$ cat src/rtl/fork_join_scheduler.sv
// fork_join_scheduler: forks one operand onto a set of worker lanes and joins
// their completions under a JOIN_ALL / JOIN_ANY / JOIN_NONE policy, with a
// watchdog that forces completion when lanes hang.
//
// Ports:
//   clk, rst_n      clock (rising edge), synchronous active-low reset
//   start           job request; accepted only while start_ready is high
//   start_ready     idle and no requested lane is still outstanding
//   mode            00 JOIN_ALL, 01 JOIN_ANY, 10 JOIN_NONE, 11 JOIN_ALL
//   lane_en         lanes the job is forked onto
//   data_in         job operand
//   lane_req        one-cycle dispatch pulse per job lane
//   lane_data       captured operand broadcast to the lanes
//   lane_ack        one-cycle completion pulse per lane
//   lane_res        per-lane results, valid with lane_ack
//   outstanding     lanes dispatched but not yet acked (across jobs)
//   done            one-cycle job completion pulse
//   result          job result, held until the next done
//   timeout         with done: the watchdog ended the job
//   err_spurious    sticky: ack seen on a lane that was not outstanding
module fork_join_scheduler #(
  parameter int unsigned N_LANES     = 3,
  parameter int unsigned DATA_W      = 8,
  parameter int unsigned TIMEOUT_CYC = 255
) (
  input  logic                        clk,
  input  logic                        rst_n,
  input  logic                        start,
  output logic                        start_ready,
  input  logic [1:0]                  mode,
  input  logic [N_LANES-1:0]          lane_en,
  input  logic [DATA_W-1:0]           data_in,
  output logic [N_LANES-1:0]          lane_req,
  output logic [DATA_W-1:0]           lane_data,
  input  logic [N_LANES-1:0]          lane_ack,
  input  logic [N_LANES*DATA_W-1:0]   lane_res,
  output logic [N_LANES-1:0]          outstanding,
  output logic                        done,
  output logic [DATA_W-1:0]           result,
  output logic                        timeout,
  output logic                        err_spurious
);

  localparam int unsigned CNT_W   = (TIMEOUT_CYC < 2) ? 1 : $clog2(TIMEOUT_CYC + 1);
  localparam int unsigned CNT_EXT = CNT_W + 1;
  localparam logic [CNT_W:0] TO_VAL = CNT_EXT'(TIMEOUT_CYC);
  localparam logic [1:0] MODE_ANY  = 2'b01;
  localparam logic [1:0] MODE_NONE = 2'b10;

  typedef enum logic [1:0] {S_IDLE, S_DISPATCH, S_WAIT, S_DONE} state_t;

  state_t               state_q, state_d;
  logic [1:0]           mode_q, mode_d;
  logic [N_LANES-1:0]   mask_q, mask_d;
  logic [DATA_W-1:0]    data_q, data_d;
  logic [N_LANES-1:0]   req_q, req_d;
  logic [N_LANES-1:0]   out_q, out_d;
  logic [CNT_W-1:0]     cnt_q, cnt_d;
  logic [DATA_W-1:0]    acc_q, acc_d;
  logic                 done_q, done_d;
  logic [DATA_W-1:0]    result_q, result_d;
  logic                 timeout_q, timeout_d;
  logic                 err_q, err_d;

  logic [N_LANES-1:0]   job_ack;
  logic [DATA_W-1:0]    ack_sum;
  logic [DATA_W-1:0]    any_res;
  logic                 any_hit;
  logic                 join_met;
  logic                 expire;

  // Readiness depends on the live lane_en, so it cannot be registered.
  assign start_ready = rst_n && (state_q == S_IDLE) && ((lane_en & out_q) == '0);

  // Watchdog fires on the WAIT cycle that brings the count to TIMEOUT_CYC.
  assign expire = (TIMEOUT_CYC != 0) && (({1'b0, cnt_q} + CNT_EXT'(1)) == TO_VAL);

  // Next-state, ack bookkeeping and join evaluation.
  always_comb begin
    state_d   = state_q;
    mode_d    = mode_q;
    mask_d    = mask_q;
    data_d    = data_q;
    req_d     = '0;
    out_d     = out_q & ~lane_ack;
    cnt_d     = cnt_q;
    acc_d     = acc_q;
    done_d    = 1'b0;
    result_d  = result_q;
    timeout_d = 1'b0;
    err_d     = err_q | (|(lane_ack & ~out_q));
    // Only acks from lanes of the current job contribute to its result.
    job_ack   = lane_ack & out_q & mask_q;
    ack_sum   = '0;
    any_hit   = 1'b0;
    any_res   = '0;
    for (int unsigned i = 0; i < N_LANES; i++) begin
      if (job_ack[i]) begin
        ack_sum = ack_sum + lane_res[i*DATA_W +: DATA_W];
        if (!any_hit) begin
          any_hit = 1'b1;
          any_res = lane_res[i*DATA_W +: DATA_W];
        end
      end
    end
    join_met = (mode_q == MODE_ANY) ? any_hit : ((out_d & mask_q) == '0);

    case (state_q)
      S_IDLE: begin
        if (start && start_ready) begin
          state_d = S_DISPATCH;
          mode_d  = mode;
          mask_d  = lane_en;
          data_d  = data_in;
          req_d   = lane_en;
        end
      end
      S_DISPATCH: begin
        out_d = out_d | mask_q;
        cnt_d = '0;
        acc_d = '0;
        if ((mask_q == '0) || (mode_q == MODE_NONE)) begin
          state_d  = S_DONE;
          done_d   = 1'b1;
          result_d = (mask_q == '0) ? '0 : data_q;
        end else begin
          state_d = S_WAIT;
        end
      end
      S_WAIT: begin
        cnt_d = cnt_q + CNT_W'(1);
        acc_d = acc_q + ack_sum;
        // A join met on the expiry cycle wins over the watchdog.
        if (join_met) begin
          state_d  = S_DONE;
          done_d   = 1'b1;
          result_d = (mode_q == MODE_ANY) ? any_res : acc_d;
        end else if (expire) begin
          state_d   = S_DONE;
          done_d    = 1'b1;
          timeout_d = 1'b1;
          result_d  = (mode_q == MODE_ANY) ? '0 : acc_d;
        end
      end
      S_DONE:  state_d = S_IDLE;
      default: state_d = S_IDLE;
    endcase
  end

  // State and registered outputs.
  always_ff @(posedge clk) begin
    if (!rst_n) begin
      state_q   <= S_IDLE;
      mode_q    <= '0;
      mask_q    <= '0;
      data_q    <= '0;
      req_q     <= '0;
      out_q     <= '0;
      cnt_q     <= '0;
      acc_q     <= '0;
      done_q    <= 1'b0;
      result_q  <= '0;
      timeout_q <= 1'b0;
      err_q     <= 1'b0;
    end else begin
      state_q   <= state_d;
      mode_q    <= mode_d;
      mask_q    <= mask_d;
      data_q    <= data_d;
      req_q     <= req_d;
      out_q     <= out_d;
      cnt_q     <= cnt_d;
      acc_q     <= acc_d;
      done_q    <= done_d;
      result_q  <= result_d;
      timeout_q <= timeout_d;
      err_q     <= err_d;
    end
  end

  assign lane_req     = req_q;
  assign lane_data    = data_q;
  assign outstanding  = out_q;
  assign done         = done_q;
  assign result       = result_q;
  assign timeout      = timeout_q;
  assign err_spurious = err_q;

endmodule
$ cat config.mk
export PLATFORM = sky130hd
export DESIGN_NAME = fork_join_scheduler
export DESIGN_NICKNAME = d
export VERILOG_FILES = /design/src/rtl/fork_join_scheduler.sv
export SDC_FILE = /design/constraint.sdc
export NUM_CORES = 1
export LEC_CHECK = 0
export ABC_AREA = 0
export CELL_PAD_IN_SITES_DETAIL_PLACEMENT = 2
export CELL_PAD_IN_SITES_GLOBAL_PLACEMENT = 2
export CORE_UTILIZATION = 32
export CTS_CLUSTER_SIZE = 8
export DETAILED_ROUTE_END_ITERATION = 12
export GPL_TIMING_DRIVEN = 0
export PLACE_DENSITY_LB_ADDON = 0.05
export REMOVE_ABC_BUFFERS = 1
export SLEW_MARGIN = 20
export SYNTH_ARGS = -nofsm -noshare
export SYNTH_HDL_FRONTEND = slang
export SYNTH_SLANG_ARGS = --single-unit
export TNS_END_PERCENT = 30
$ cat constraint.sdc
create_clock -name clk -period 14 [get_ports clk]
set_input_delay 1.4 -clock clk [delete_from_list [all_inputs] [get_ports clk]]
set_output_delay 1.4 -clock clk [all_outputs]
set_load 0.02 [all_outputs]
* After elaboration in Yosys (flattened, before gate mapping)
Cells that the tools add are included.
** Word-level totals
- Output and inout bits :: 26
- Input bits :: 43
- Flip-flop bits (word level) :: 48
** Operators by class
- Bitwise operators :: 12
- $add $sub $neg :: 5
- Reductions and logical operators :: 15
- Multiplexer cells :: 30
- Equal/unequal tests :: 9
** Operator list (count)
- 2-to-1 mux 8 bit :: 13
- case mux 8 bit (2 select lines) :: 3
- adder 8 bit :: 3
- bitwise AND 3 bit :: 6
- adder 8 x 1 -> 9 bit, second input constant :: 1
- equality test 9 x 8 -> 1 bit, second input constant :: 1
- logical NOT 3 bit :: 3
- adder 8 x 1 -> 8 bit, second input constant :: 1
- 2-to-1 mux 1 bit :: 8
- case mux 2 bit (4 select lines) :: 1
- equality test 2 bit, second input constant :: 3
- 2-to-1 mux 2 bit :: 3
- NOT 3 bit :: 2
- AND reduction 3 bit :: 2
- OR reduction 3 bit :: 2
- equality test 2 x 1 -> 1 bit, second input constant :: 2
- AND reduction 2 bit :: 2
- logical AND 1 bit :: 3
- 2-to-1 mux 3 bit :: 1
- inequality test 3 bit, second input constant :: 1
- bitwise OR 3 bit :: 1
- logical NOT 2 bit :: 1
- inequality test 2 x 1 -> 1 bit, second input constant :: 1
- inequality test 2 bit, second input constant :: 1
- other kinds (5) :: 6

* Logic depth before layout (Yosys ltp)
Gate-level depths: netlist of the first run.
- Depth after elaboration :: 12
- Gate-level depth with buffers :: 28
- Depth with buffers taken out :: 25

* Worst setup path before layout of the first run
Ideal clock, no wire load.
- Path type :: in2reg
- Start point :: input port lane_ack[0]
- End point :: register acc_q[7]
- Stages on the path :: 23
- Data required time :: 13.878 ns
- Arrival time :: 5.403 ns
- Path slack :: 8.475 ns
- Path buffers :: 2
- Cell sequence :: and3_1 -> buf_6 -> clkbuf_1 -> nand2_1 -> inv_1 -> ha_1 -> ha_1 -> a21oi_1 -> xnor2_1 -> a21oi_1 -> a21o_1 -> ha_1 -> a21o_1 -> a21oi_1 -> xnor2_1 -> mux2_2 -> ha_1 -> a21oi_1 -> o21ai_0 -> o31ai_1 -> xnor2_1 -> and4_1 -> a311o_1
** Between the ends
- Longest elaborated chain between the ends :: 9
** Ends and longest elaborated chain
- from (decl) :: line 35 : input logic [N_LANES-1:0] lane_ack,
- bitwise AND 3 bit * (2 in series) :: line 93 : job_ack = lane_ack & out_q & mask_q;
- 2-to-1 mux 8 bit * :: line 98 : if (job_ack[i]) begin
- adder 8 bit :: line 99 : ack_sum = ack_sum + lane_res[i*DATA_W +: DATA_W];
- 2-to-1 mux 8 bit * :: line 98
- adder 8 bit :: line 99
- 2-to-1 mux 8 bit * :: line 98
- adder 8 bit * :: line 132 : acc_d = acc_q + ack_sum;
- case mux 8 bit (2 select lines) * :: line 108 : case (state_q)
- to (signal assigned) :: line 160 : acc_q <= '0;
- to (signal assigned) :: line 173 : acc_q <= acc_d;
- to (decl) :: line 59 : logic [DATA_W-1:0] acc_q, acc_d;
Mark *: on every way between the ends. The rest lies on a longest branch, timed or not.
A chain may end at the register's enable or synchronous reset.

* Worst setup path after layout of the first run
Ends and elaborated chain as after synthesis.

==> results_dict.tcl, run 1 <==
set metrics [dict create \
    status "completed" \
    clock_path_buffers 2 \
    yosysWarnings 0 \
    postCtsHoldBufs 0 \
    peakVddDrop_mv 0.0568 \
    synthFlopType "dfxtp_1" \
    grt_overflow 0 \
    cts.sinks 48 \
    grt_usage 0.229 \
    drv_cap 0 \
    slew_headroom 0.421 \
    synth_edf_count 0 \
    antenna_found_initial 0 \
    syn_area_per_cell_um2 7.76 \
    worstMarginPinSlew_ns 0.869 \
    syn_inst 458 \
    r2r_slack_ns 8.46 \
    grt_pass1_vias 3809 \
    hold_viol 0 \
    cts_htree_levels 2 \
    remaining_drc_errors 0 \
    cp-start-kind "input pin" \
    postRouteAntennaNets 0 \
    fin_area_mm2 0.00439 \
    finalCritPeriodShare 0.479 \
    dpl_cell_area_mm2 0.00430 \
    reg2reg_to "acc_q[7]$_SDFFE_PN0P_" \
    critPathMaxFanout 17 \
    ys_types 63 \
    drive_above_1_share 0.0371 \
    diodes 0 \
    post_cts_buffers 0 \
    wire_per_inst_um 19.4 \
    dieHeight_um 107 \
    grt_pass1_wl_um 20400 \
    max_freq_mhz 149 \
    rsz0062_at_grt "false" \
    hpwlAfterDp_um 9890 \
    fin_skew_ns 0.00617 \
    reg2reg_from "outstanding[0]$_SDFF_PN0_" \
    fin_crit_ns 6.70 \
    io_buffers 68 \
    die_x_um 107 \
    finalSetupViolCount 0 \
    crit_path_end_kind "flop" \
    worstSkewPairLatency_ns 0.31 \
    wirelength_um 12700 \
    worstPathRequired_ns 14.20 \
    drt_iter0_markers 148 \
    grt_max_degree 37 \
    dr.pass1.iters 4 \
    setup-tns-final_ns 0 \
    fillers 1244 \
    arrival_ns 6.90 \
    slew_violations 0 \
    cts_tree "yes" \
    synth-async-reset-ratio 0 \
    vias 3594 \
    gp_congestion 0.814 \
    syn-cell-area_mm2 0.00355 \
    reg2regPathDepth 24 \
    hp-class "flop to flop" \
    leakagePower_nw 1.73 \
    num_io_pins 69 \
    holdPathStages 2 \
    rows 38 \
    seq_area_um2 961 \
    cts_buffers 5 \
    yosysSeqAreaShare 0.270 \
    critPathKind "input pin to flop" \
    core-area_mm2 0.0108 \
    total_power_mw 0.432 \
    multi_input_area_mm2 0.00237 \
    ys_seq_elements 48 \
    num-nets-final 582 \
    cts_resized 0 \
    min_to "acc_q[0]$_SDFFE_PN0P_" \
    area_delta_synth_final_pct 23.6 \
    vias_per_cell 5.51 \
    initial_core_util 0.328 \
    hold_start "acc_q[0]$_SDFFE_PN0P_" \
    clk_pin_slew_worst_paths_ns 0.09 \
    cts-root-buf "clkbuf_8" \
    power_density_mw_per_mm2 98.4 \
    die_area_mm2 0.0115 \
]
final cells by class:
class / instances / share of cell area
Multi-Input combinational cell: 359 / 0.540
Timing Repair Buffer: 68 / 0.155
Sequential cell: 48 / 0.219
Clock buffer: 6 / 0.0188
Tap cell: 140 / 0.0399
Inverter: 29 / 0.0248
Clock inverter: 2 / 0.00228
how the worst max path moves through the flow:
stage / from / end / depth (start not counted)
floorplan: lane_ack[0] / acc_q[7]$_SDFFE_PN0P_ / 20
global placement: lane_ack[0] / acc_q[7]$_SDFFE_PN0P_ / 22
detailed placement: lane_ack[0] / acc_q[7]$_SDFFE_PN0P_ / 25
CTS: lane_ack[0] / acc_q[7]$_SDFFE_PN0P_ / 25
global route: lane_ack[0] / acc_q[7]$_SDFFE_PN0P_ / 24
finish: lane_ack[0] / acc_q[7]$_SDFFE_PN0P_ / 25
flip-flops by register name, summed over array words and instances, names as in the netlist:
register,count
timeout,1
cnt_q,8
mask_q,3
mode_q,2
state_q,2
result,8
lane_req,3
outstanding,3
err_spurious,1
lane_data,8
done,1
acc_q,8
per-layer routing:
layer / track usage / vias up / share of wire
met5: 0 / - / 0
met4: 0.0607 / 0 / 0.016
met3: 0.0254 / 13 / 0.026
met2: 0.413 / 59 / 0.50
met1: 0.288 / 1764 / 0.46
li1: - / 1758 / -
kinds of logic (layout without fill, tap and decap cells):
group / after synthesis / after routing / share of synthesized area
AO/OA/AOI/OAI: 143 / 143 / 0.271
XOR/XNOR: 16 / 16 / 0.0394
adder cells (fa/ha/maj): 29 / 29 / 0.106
buffers and inverters: 51 / 105 / 0.0616
flip-flops: 48 / 48 / 0.270
multiplexers: 17 / 17 / 0.0489
AND/OR/NAND/NOR: 154 / 154 / 0.203
cell usage in the layout (no fill, tap or decap), drive strengths merged, types with 4 or more instances in the layout:
| cell | count |
|---|---|
| nand3 | 12 |
| o22ai | 5 |
| a21oi | 35 |
| a211oi | 8 |
| o21ai | 36 |
| clkdlybuf4s50 | 68 |
| o31ai | 4 |
| a221oi | 4 |
| inv | 28 |
| xnor2 | 9 |
| nor2 | 50 |
| and3 | 7 |
| a21o | 4 |
| nand2 | 45 |
| and2 | 5 |
| dfxtp | 48 |
| o31a | 4 |
| clkbuf | 6 |
| a22oi | 12 |
| nand2b | 6 |
| xor2 | 7 |
| nor3 | 8 |
| ha | 26 |
| mux2i | 14 |
| nor2b | 5 |
report_power, final:
part           leakage [nW]  switching (mW)  internal [mW]
Clock                0.0510          0.0480         0.0395
Sequential            0.390          0.0135          0.151
Combinational          1.29           0.112         0.0676
critical path, cell delays in order:
cell,delay [ns]
clkdlybuf4s50_1,0.65
and3_1,0.69
nand2_1,0.19
inv_1,0.09
ha_1,0.24
ha_1,0.22
inv_1,0.06
nand2_1,0.08
nand2_1,0.07
o31ai_1,0.23
a21o_1,0.23
ha_1,0.30
a21o_1,0.21
a21oi_1,0.24
o21bai_1,0.09
a21oi_1,0.19
xnor2_1,0.09
mux2_2,0.27
ha_1,0.30
o21ai_0,0.09
nand2b_1,0.08
o31ai_1,0.08
xnor2_1,0.34
nor4_1,0.09
a311o_1,0.34
stage by stage:
step                hold slack [ns]  instances   util  setup WS [ns]
global placement              0.462        644  0.397           7.13
global route                  0.507        652  0.405           6.79
finish                        0.482        652  0.405           7.30
CTS                           0.484        652  0.405           7.27
floorplan                     0.450        436      -           8.56
detailed placement            0.470        644  0.397           6.94
synth_stat cells (7+ instances only):
library cell,n,area (um^2)
a22oi_1,10,75.1
xor2_1,7,61.3
dfxtp_1,48,961
a211oi_1,7,52.6
clkbuf_1,12,45.0
xnor2_1,9,78.8
and3_1,7,43.8
nand3_1,12,60.1
ha_1,26,325
nand2_1,44,165
o21ai_0,35,175
mux2i_1,14,140
inv_1,27,101
nor2_1,50,188
nor3_1,8,40.0
a21oi_1,35,175
Note: power is estimated with default switching activity, not from simulation.
==> inputs of run 2 (changes only) <==
Settings changed: CORE_UTILIZATION 32 to 27.
Clock period 14 ns to 5.5 ns, I/O delays scaled along.
==> run 2 against run 1 <==
  * Core utilization decreased by 5.0 points
  * Non-clock buffer count increased by 2
  * Die area increased by 18%
  * Worst setup slack got worse by 6.8 ns
  * Highest routed layer unchanged
  * Register-to-register slack got worse by 7.9 ns
  * Cell count increased by 5.1%
==> results_dict.tcl, run 2 (synthesis gave the netlist of run 1 again) <==
set metrics [dict create \
    drt_iter0_markers 109 \
    max_freq_mhz 202 \
    io_buffers 68 \
    leakagePower_nw 1.76 \
    wire_per_inst_um 19.7 \
    die_area_mm2 0.0136 \
    peakVddDrop_mv 0.242 \
    instances_no_fill 685 \
    cp-start-kind "input pin" \
    cts-root-buf "clkbuf_16" \
    reg2reg_to "acc_q[7]$_SDFFE_PN0P_" \
    antenna_found_initial 0 \
    arrival_ns 5.14 \
    critPathMaxFanout 23 \
    top_layer "met4" \
    whs_ns 0.490 \
    wirelength_um 13500 \
    drt-met1-wl_um 6170 \
    seqPwrFrac 0.359 \
    hold_viol 0 \
    fin_crit_ns 4.96 \
    reg2regPathDepth 21 \
    core-area_mm2 0.0127 \
    wl_met3_um 361 \
    gp_congestion 0.793 \
    holdPathStages 2 \
    initial_core_util 0.279 \
    dp_cells 676 \
    clock_path_buffers 2 \
    critPathKind "input pin to flop" \
    r2r_slack_ns 0.61 \
    layout_commonest_cell "clkdlybuf4s50_1" \
    p_sw_mw 0.451 \
    finalSetupViolCount 0 \
    postRouteAntennaNets 0 \
    worstSkewPairLatency_ns 0.29 \
    cts_buffers 5 \
    wl_met2_um 6620 \
    drv_cap 0 \
    swShare 0.384 \
    num_io_pins 69 \
    min_to "acc_q[0]$_SDFFE_PN0P_" \
    vias_per_cell 5.28 \
    slew_headroom 0.378 \
    cts.sinks 48 \
    hold_start "acc_q[0]$_SDFFE_PN0P_" \
    crit_path_end_kind "flop" \
    final_cell_mix "clkdlybuf4s50_1 (67), nor2_1 (50), dfxtp_1 (48), nand2_1 (44)" \
    hp-class "flop to flop" \
    power_density_mw_per_mm2 260 \
    clockPowerShare 0.255 \
    finalCritPeriodShare 0.902 \
    rsz0062_at_grt "false" \
    area_delta_synth_final_pct 27.0 \
    power.internal_mw 0.723 \
    reg2reg_from "outstanding[0]$_SDFF_PN0_" \
    diodes 0 \
    vias 3617 \
    pwr-share-comb 0.387 \
    drive_above_1_share 0.0448 \
    worstPathRequired_ns 5.68 \
    dr.pass1.iters 4 \
    hpwlAfterDp_um 10300 \
    grt_overflow 0 \
    fin_skew_ns 0.00894 \
    remaining_drc_errors 0 \
    cts_tree "yes" \
    grt_pass1_vias 3978 \
    grt_max_degree 37 \
    cts_htree_levels 2 \
    rows 41 \
    num-nets-final 584 \
    crit_path_start "lane_ack[1]" \
    slew_violations 0 \
    postCtsHoldBufs 0 \
    worstMarginPinSlew_ns 0.932 \
    grt_pass1_wl_um 21500 \
    dieHeight_um 117 \
    total_power_mw 1.17 \
    grt_usage 0.209 \
    clk_pin_slew_worst_paths_ns 0.06 \
    die_x_um 117 \
    status "completed" \
]
run 2: area by class of cell:
class | instances | area (um^2)
clock inverter | 1 | 5.00
multi-input combinational | 359 | 2390
tap | 172 | 215
inverter | 29 | 110
fill | 1543 | 8210
clock buffer | 6 | 129
timing repair buffer | 70 | 698
sequential | 48 | 961
run 2: routing by layer:
metal	vias to the layer above	global-route usage
met3	17	0.0228
met1	1776	0.260
met5	-	0
li1	1762	-
met4	0	0.0734
met2	62	0.373
run 2: worst max path at each step:
stage / endpoint / slack [ns]
after floorplan: acc_q[7]$_SDFFE_PN0P_ / 0.85
after global placement: acc_q[7]$_SDFFE_PN0P_ / -0.59
after detailed placement: acc_q[7]$_SDFFE_PN0P_ / -0.73
after CTS: acc_q[7]$_SDFFE_PN0P_ / 0.06
after global routing: acc_q[7]$_SDFFE_PN0P_ / 0.16
final: acc_q[7]$_SDFFE_PN0P_ / 0.54
run 2: metrics by stage:
| stage | cell area [um^2] | setup TNS (ns) | utilization | setup WS, ns |
|---|---|---|---|---|
| after floorplan | 3440 | 0 | - | 0.851 |
| after global placement | 4340 | -2.33 | 0.341 | -0.593 |
| after detailed placement | 4340 | -3.37 | 0.341 | -0.732 |
| after CTS | 4490 | 0 | 0.353 | 0.0635 |
| after global routing | 4510 | 0 | 0.355 | 0.163 |
| final | 4510 | 0 | 0.355 | 0.538 |
run 2: what timing repair did:
action	in CTS	in global routing
setup buffers	2	0
setup endpoints to repair	6	3
gates resized for setup	2	5
run 2: worst max-delay path: stages:
cell and delay, ns:
clkdlybuf4s50_1 0.54, and3_1 0.80, o21ai_0 0.44, ha_1 0.41, a211oi_1 0.35, nor2_1 0.12
nor2_1 0.14, nor2_1 0.06, nor2_1 0.11, xor2_1 0.08, o22ai_1 0.27, ha_1 0.32
o21ai_0 0.16, nand2b_1 0.08, o31ai_2 0.08, xnor2_2 0.14, and4_1 0.22, a311o_1 0.26
run 2: power by group through the flow:
stage	sequential (mW)	combinational, mW	clock (mW)
global placement	0.428	0.444	0
CTS	0.422	0.461	0.312
finish	0.421	0.454	0.299
detailed placement	0.428	0.458	0
floorplan	0.446	0.234	0
global route	0.426	0.505	0.321
